**src/rtl/uart_to_reg_pkg.sv**
```systemverilog
// Shared types and helpers for the UART-to-LED register unit.
package uart_to_reg_pkg;

    typedef enum logic [1:0] {IDLE, START, DATA, STOP} uart_state_t;

    function automatic int clks_per_bit(input int clk_freq, input int baud);
        return clk_freq / baud;
    endfunction

endpackage

```
**src/rtl/uart_rx_core.sv**
```systemverilog
// 8N1 UART receiver: input synchronizers, mid-bit sampling FSM and LSB-first shift register.
module uart_rx_core
    import uart_to_reg_pkg::*;
#(
    parameter int CLK_FREQ = 100_000_000,
    parameter int BAUD     = 9_600,
    parameter int WORDSZ   = 8
) (
    input  logic              clk,
    input  logic              rst,
    input  logic              rxd,
    input  logic              sw,
    output logic [WORDSZ-1:0] rx_byte,
    output logic              rx_valid
);

    localparam int CLKS_PER_BIT = clks_per_bit(CLK_FREQ, BAUD);
    localparam int CNT_W        = $clog2(CLKS_PER_BIT) + 1;
    localparam int BIT_W        = $clog2(WORDSZ) + 1;
    localparam logic [CNT_W-1:0] HALF_M1 = CNT_W'(CLKS_PER_BIT / 2 - 1);
    localparam logic [CNT_W-1:0] FULL_M1 = CNT_W'(CLKS_PER_BIT - 1);
    localparam logic [BIT_W-1:0] LAST_BIT = BIT_W'(WORDSZ - 1);

    logic rxd_p0, rxd_p1, sw_p0, sw_p1;
    uart_state_t state, state_n;
    logic [CNT_W-1:0] baud_cnt, cnt_n;
    logic [BIT_W-1:0] bit_cnt, bit_n;
    logic armed, armed_n;
    logic frame_err, ferr_n;
    logic valid_n, sample_bit;
    logic [WORDSZ-1:0] shreg;

    // Stage p0/p1: two-flop synchronizers, idle-high on reset
    always_ff @(posedge clk or posedge rst) begin
        if (rst) begin
            rxd_p0 <= 1'b1;
            rxd_p1 <= 1'b1;
            sw_p0  <= 1'b1;
            sw_p1  <= 1'b1;
        end else begin
            rxd_p0 <= rxd;
            rxd_p1 <= rxd_p0;
            sw_p0  <= sw;
            sw_p1  <= sw_p0;
        end
    end

    always_ff @(posedge clk or posedge rst) begin
        if (rst) begin
            state     <= IDLE;
            baud_cnt  <= '0;
            bit_cnt   <= '0;
            armed     <= 1'b0;
            frame_err <= 1'b0;
            rx_valid  <= 1'b0;
        end else begin
            state     <= state_n;
            baud_cnt  <= cnt_n;
            bit_cnt   <= bit_n;
            armed     <= armed_n;
            frame_err <= ferr_n;
            rx_valid  <= valid_n;
        end
    end

    // armed: the line has been seen high in IDLE, so a falling edge is a real start bit
    always_comb begin
        state_n    = state;
        cnt_n      = baud_cnt + CNT_W'(1);
        bit_n      = bit_cnt;
        armed_n    = armed;
        ferr_n     = frame_err;
        valid_n    = 1'b0;
        sample_bit = 1'b0;
        if (!sw_p1) begin
            state_n = IDLE;
            cnt_n   = '0;
            bit_n   = '0;
            armed_n = 1'b0;
            ferr_n  = 1'b0;
        end else begin
            case (state)
                IDLE: begin
                    cnt_n = '0;
                    if (rxd_p1) begin
                        armed_n = 1'b1;
                    end else if (armed) begin
                        state_n = START;
                        bit_n   = '0;
                        armed_n = 1'b0;
                    end
                end
                START: begin
                    if (baud_cnt == HALF_M1) begin
                        cnt_n   = '0;
                        state_n = rxd_p1 ? IDLE : DATA;
                    end
                end
                DATA: begin
                    if (baud_cnt == FULL_M1) begin
                        cnt_n      = '0;
                        sample_bit = 1'b1;
                        bit_n      = bit_cnt + BIT_W'(1);
                        if (bit_cnt == LAST_BIT) begin
                            state_n = STOP;
                            bit_n   = '0;
                        end
                    end
                end
                STOP: begin
                    if (frame_err) begin
                        cnt_n = '0;
                        if (rxd_p1) begin
                            state_n = IDLE;
                            ferr_n  = 1'b0;
                        end
                    end else if (baud_cnt == FULL_M1) begin
                        cnt_n = '0;
                        if (rxd_p1) begin
                            state_n = IDLE;
                            valid_n = 1'b1;
                        end else begin
                            ferr_n = 1'b1;
                        end
                    end
                end
                default: state_n = IDLE;
            endcase
        end
    end

    // Right shift: after WORDSZ samples the first bit received sits in bit 0
    always_ff @(posedge clk) begin
        if (sample_bit) shreg <= {rxd_p1, shreg[WORDSZ-1:1]};
    end

    assign rx_byte = shreg;

endmodule

```
**src/rtl/uart_to_reg_unit.sv**
```systemverilog
// UART receiver driving an LED register, with each accepted byte echoed on TXD_PIN.
module uart_to_reg_unit
    import uart_to_reg_pkg::*;
#(
    parameter int CLK_FREQ = 100_000_000,
    parameter int BAUD     = 9_600,
    parameter int WORDSZ   = 8
) (
    input  logic              CLK,
    input  logic              RST,
    input  logic              RXD_PIN,
    output logic              TXD_PIN,
    input  logic              SW_0,
    output logic [WORDSZ-1:0] LED
);

    localparam int CLKS_PER_BIT = clks_per_bit(CLK_FREQ, BAUD);
    localparam int CNT_W        = $clog2(CLKS_PER_BIT) + 1;
    localparam int BIT_W        = $clog2(WORDSZ) + 1;
    localparam logic [CNT_W-1:0] FULL_M1  = CNT_W'(CLKS_PER_BIT - 1);
    localparam logic [BIT_W-1:0] LAST_BIT = BIT_W'(WORDSZ - 1);

    logic [WORDSZ-1:0] rx_byte;
    logic              rx_valid;
    uart_state_t       tx_state, tx_state_n;
    logic [CNT_W-1:0]  tx_cnt, tx_cnt_n;
    logic [BIT_W-1:0]  tx_bit, tx_bit_n;
    logic              txd_n, tx_load, tx_shift;
    logic [WORDSZ-1:0] tx_shreg;

    uart_rx_core #(
        .CLK_FREQ (CLK_FREQ),
        .BAUD     (BAUD),
        .WORDSZ   (WORDSZ)
    ) u_rx (
        .clk      (CLK),
        .rst      (RST),
        .rxd      (RXD_PIN),
        .sw       (SW_0),
        .rx_byte  (rx_byte),
        .rx_valid (rx_valid)
    );

    always_ff @(posedge CLK or posedge RST) begin
        if (RST) LED <= '0;
        else if (rx_valid) LED <= rx_byte;
    end

    always_ff @(posedge CLK or posedge RST) begin
        if (RST) begin
            tx_state <= IDLE;
            tx_cnt   <= '0;
            tx_bit   <= '0;
            TXD_PIN  <= 1'b1;
        end else begin
            tx_state <= tx_state_n;
            tx_cnt   <= tx_cnt_n;
            tx_bit   <= tx_bit_n;
            TXD_PIN  <= txd_n;
        end
    end

    // The last stop-bit cycle also accepts a new byte so back-to-back frames echo without loss
    always_comb begin
        tx_state_n = tx_state;
        tx_cnt_n   = tx_cnt + CNT_W'(1);
        tx_bit_n   = tx_bit;
        txd_n      = TXD_PIN;
        tx_load    = 1'b0;
        tx_shift   = 1'b0;
        case (tx_state)
            IDLE: begin
                tx_cnt_n = '0;
                txd_n    = 1'b1;
                if (rx_valid) begin
                    tx_state_n = START;
                    tx_load    = 1'b1;
                    txd_n      = 1'b0;
                end
            end
            START: begin
                if (tx_cnt == FULL_M1) begin
                    tx_cnt_n   = '0;
                    tx_state_n = DATA;
                    tx_bit_n   = '0;
                    txd_n      = tx_shreg[0];
                end
            end
            DATA: begin
                if (tx_cnt == FULL_M1) begin
                    tx_cnt_n = '0;
                    tx_shift = 1'b1;
                    tx_bit_n = tx_bit + BIT_W'(1);
                    txd_n    = tx_shreg[1];
                    if (tx_bit == LAST_BIT) begin
                        tx_state_n = STOP;
                        tx_bit_n   = '0;
                        txd_n      = 1'b1;
                    end
                end
            end
            STOP: begin
                if (tx_cnt == FULL_M1) begin
                    tx_cnt_n = '0;
                    if (rx_valid) begin
                        tx_state_n = START;
                        tx_load    = 1'b1;
                        txd_n      = 1'b0;
                    end else begin
                        tx_state_n = IDLE;
                    end
                end
            end
            default: tx_state_n = IDLE;
        endcase
    end

    always_ff @(posedge CLK) begin
        if (tx_load) tx_shreg <= rx_byte;
        else if (tx_shift) tx_shreg <= {1'b0, tx_shreg[WORDSZ-1:1]};
    end

endmodule

```
**config.mk**
```make
export PLATFORM = sky130hd
export DESIGN_NAME = uart_to_reg_unit
export DESIGN_NICKNAME = d
export VERILOG_FILES = /design/src/rtl/uart_to_reg_pkg.sv /design/src/rtl/uart_rx_core.sv /design/src/rtl/uart_to_reg_unit.sv
export SDC_FILE = /design/constraint.sdc
export NUM_CORES = 1
export LEC_CHECK = 0
export CORE_MARGIN = 2
export CORE_UTILIZATION = 50
export CTS_CLUSTER_SIZE = 14
export DETAILED_ROUTE_END_ITERATION = 12
export GPL_TIMING_DRIVEN = 0
export PLACE_DENSITY = 0.67
export SYNTH_ARGS = -nofsm -noshare
export SYNTH_HDL_FRONTEND = slang
export SYNTH_SLANG_ARGS = --single-unit
```
**constraint.sdc**
```tcl
create_clock -name CLK -period 6.5 [get_ports CLK]
set_input_delay 1.3 -clock CLK [delete_from_list [all_inputs] [get_ports CLK]]
set_output_delay 1.3 -clock CLK [all_outputs]
set_load 0.01 [all_outputs]
```
==> results.md <==
- Count of different cell masters after synthesis: 47
- Synthesized flop and latch total: 74
- Full die area: 7620 um2
- Count leader, synth: dfrtp_1
- Post-layout min period: 2.81 ns
- GP Congestion: 0.809
- CP Launch Type: register
- Vias in the first global route: 2292
- Worst VDD drop: 0.113 mV
- Post-synth EDFFs: 16
- Multi-input logic area: 1460 um2
- Top cells by area, synth: dfrtp_1 38%, edfxtp_1 14%, mux2_2 5.2%
- CTS Buffer Depth: 2
- Worst path arrival time: 2.78 ns
- Register area share after synthesis: 55.9%
- Avg Cell Area, Syn: 11.1 um2
- Clock Sinks: 74
- Worst skew pair latency: 0.34 ns
- Area delta synth->final: 12.1%
- Total Power: 0.887 mW
- Final setup TNS: 0 ns
- Die height: 87.3 um
- Max Clk Rate: 356 MHz
- Share of cells above drive strength 1: 13.8%
- # IOs: 13
- Lkg Pwr: 1.52 nW
- CTS tree: built
- Synthesized area: 3470 um2
- DPL Wire Length: 4000 um
- DRC violations left: 0
- Post-synth ARST share: 78.4%
- First-pass GRT wire length: 10500 um
- Clock Skew: 0.00861 ns
- Final-stage net count: 349
- Drt via density: 5.42
- Post-route setup slack: 3.69 ns
- Routed via count: 2283
- Post-route ant nets: 0
- Core footprint: 6760 um2
- Ys flop type: dfrtp_1
- Hold_buf cts: 0
- Cts repair resizes: 0
- Initial antenna violation count: 0
- Outcome: finished clean
- MaxCap Viol Count: 0
- Final setup vio count: 0
- Final core occ: 57.5%
- Global Route Usage Sum: 17.6%
- Setup Buffers After CTS: 0
- Drt first pass iters: 4
- Clk root buf: clkbuf_8
- FF+latch area: 1940 um2
- FP Rows: 30
- Initial DRC count: 110
- Syn Inst Count: 312
- Final Hold Fails: 0
- CTS Buf Count: 9
- HP Class: reg -> reg
- Commonest cells in the netlist: 53 x dfrtp_1, 44 x nor2_1, 28 x nand2_1
- Post-synthesis net count: 325
- Die Wd: 87.3 um
- Power Density: 228 nW/um2
- Synth area leader: dfrtp_1
- RSZ-0062 raised after global routing: false
- Max-slew violation count: 0
- Initial Util: 51.3%
- Synth warnings: 0
- WHS: 0.354 ns
- Max FO, Critical Path: 8
- Htree depth: 3
- DR WL/cell: 13.9 um
- Remaining Overflow, GRT: 0
- I/O Buffers: 12
- N_diodes: 0
- Routed wire length: 5860 um
- Largest net degree at the start of global routing: 34
- Max_slew headroom: 49.7%
- Dpl ws: 3.67 ns
- Period utilization: 43.2%
- Final-layout fill cell count: 571
- Actual slew at the worst max-slew pin: 0.752 ns
- Top cell type's share of synthesized area: 38.2%
- Crit path kind: reg -> reg
- CP Capture Type: register
- Worst-path clk slew: 0.08 ns
- Required time of the critical path: 6.47 ns
==> layout by cell type (no fill, tap or decap), types with 2 or more instances in the layout <==
master / n
a21boi_0: 2
xor2_1: 17
nor4_4: 2
or4bb_1: 2
a211oi_1: 3
nand3_1: 18
nor3_1: 7
clkinvlp_4: 2
a21oi_1: 2
inv_1: 10
dfstp_2: 5
a21o_1: 2
or4_1: 3
nand3b_1: 2
clkdlybuf4s50_1: 12
nor2_1: 44
nor4_1: 4
xnor2_1: 9
a22o_1: 2
a31oi_1: 2
o21ai_0: 11
a22oi_1: 2
clkbuf_8: 10
mux2_2: 16
and2_1: 2
dfrtp_1: 53
clkbuf_1: 6
o2111ai_1: 2
nand4_1: 4
or2_2: 2
edfxtp_1: 16
ha_1: 9
nand2b_1: 2
and3_1: 7
nand2_1: 28
==> layout make-up <==
class / count / area share (%)
Timing Repair Buffer: 13 / 3.60
Multi-Input combinational cell: 219 / 37.5
Tap cell: 80 / 2.57
Clock inverter: 6 / 1.06
Inverter: 11 / 1.06
Sequential cell: 74 / 49.9
Buffer: 8 / 0.805
Clock buffer: 10 / 3.54
==> state kept, by name (all words and copies together), names as in the netlist <==
signal,count
u_rx.baud_cnt,15
tx_bit,4
tx_state,2
u_rx.rx_byte,8
TXD_PIN,1
u_rx.bit_cnt,4
u_rx.rx_valid,1
u_rx.sw_p1,1
tx_shreg,8
tx_cnt,15
u_rx.state,2
u_rx.rxd_p0,1
u_rx.rxd_p1,1
u_rx.armed,1
LED,8
u_rx.frame_err,1
u_rx.sw_p0,1
==> layer usage <==
metal / vias up / GRT usage [%] / wire, um
met2: 20 / 26.9 / 2700
met4: 0 / 7.69 / 82
met3: 8 / 3.51 / 116
met1: 1111 / 24.4 / 2960
met5: - / 0 / 0
li1: 1144 / - / -
==> worst paths after layout <==
check | cells past startpoint | slack (ns) | from | endpoint
worst max-delay path | 4 | 3.69 | u_rx.baud_cnt[6] | u_rx.rx_byte[6]
worst min-delay path | 0 | 0.35 | u_rx.sw_p0 | u_rx.sw_p1
worst max register to register | 4 | 3.69 | u_rx.baud_cnt[6] | u_rx.rx_byte[6]
worst min register to register | 0 | 0.35 | u_rx.sw_p0 | u_rx.sw_p1
max in group asynchronous | 3 | 4.55 | RST | TXD_PIN
min in group asynchronous | 2 | 1.32 | RST | tx_cnt[9]
==> stage by stage <==
stage	cell area (um2)	cells
floorplan	3470	312
global placement	3690	404
detailed placement	3710	405
CTS	3890	421
global route	3890	421
finish	3890	421
==> cells by family (layout without fill, tap and decap cells) <==
| kind of cell | Yosys count | count (layout) | synth area share [%] |
|---|---|---|---|
| and+or+nand+nor | 132 | 132 | 19.9 |
| DFF | 74 | 74 | 55.9 |
| AOI/OAI and AO/OA | 35 | 35 | 6.85 |
| xor gates and xnor gates | 26 | 26 | 6.57 |
| buffers and inverters | 19 | 48 | 2.09 |
| muxes | 17 | 17 | 5.48 |
| adders and majority gates | 9 | 9 | 3.25 |
==> critical path: stages, from the launching register on <==
cell,delay [ns]
dfrtp_1,0.44
or4bb_1,0.57
nor4_4,0.47
o211ai_1,0.31
nor2_1,0.65
==> report_power, final <==
group / internal (mW) / switching, mW / leakage (nW)
Combinational: 0.0215 / 0.0480 / 0.529
Sequential: 0.485 / 0.00722 / 0.909
Clock: 0.149 / 0.177 / 0.0863
Note: power is estimated with default switching activity, not from simulation.
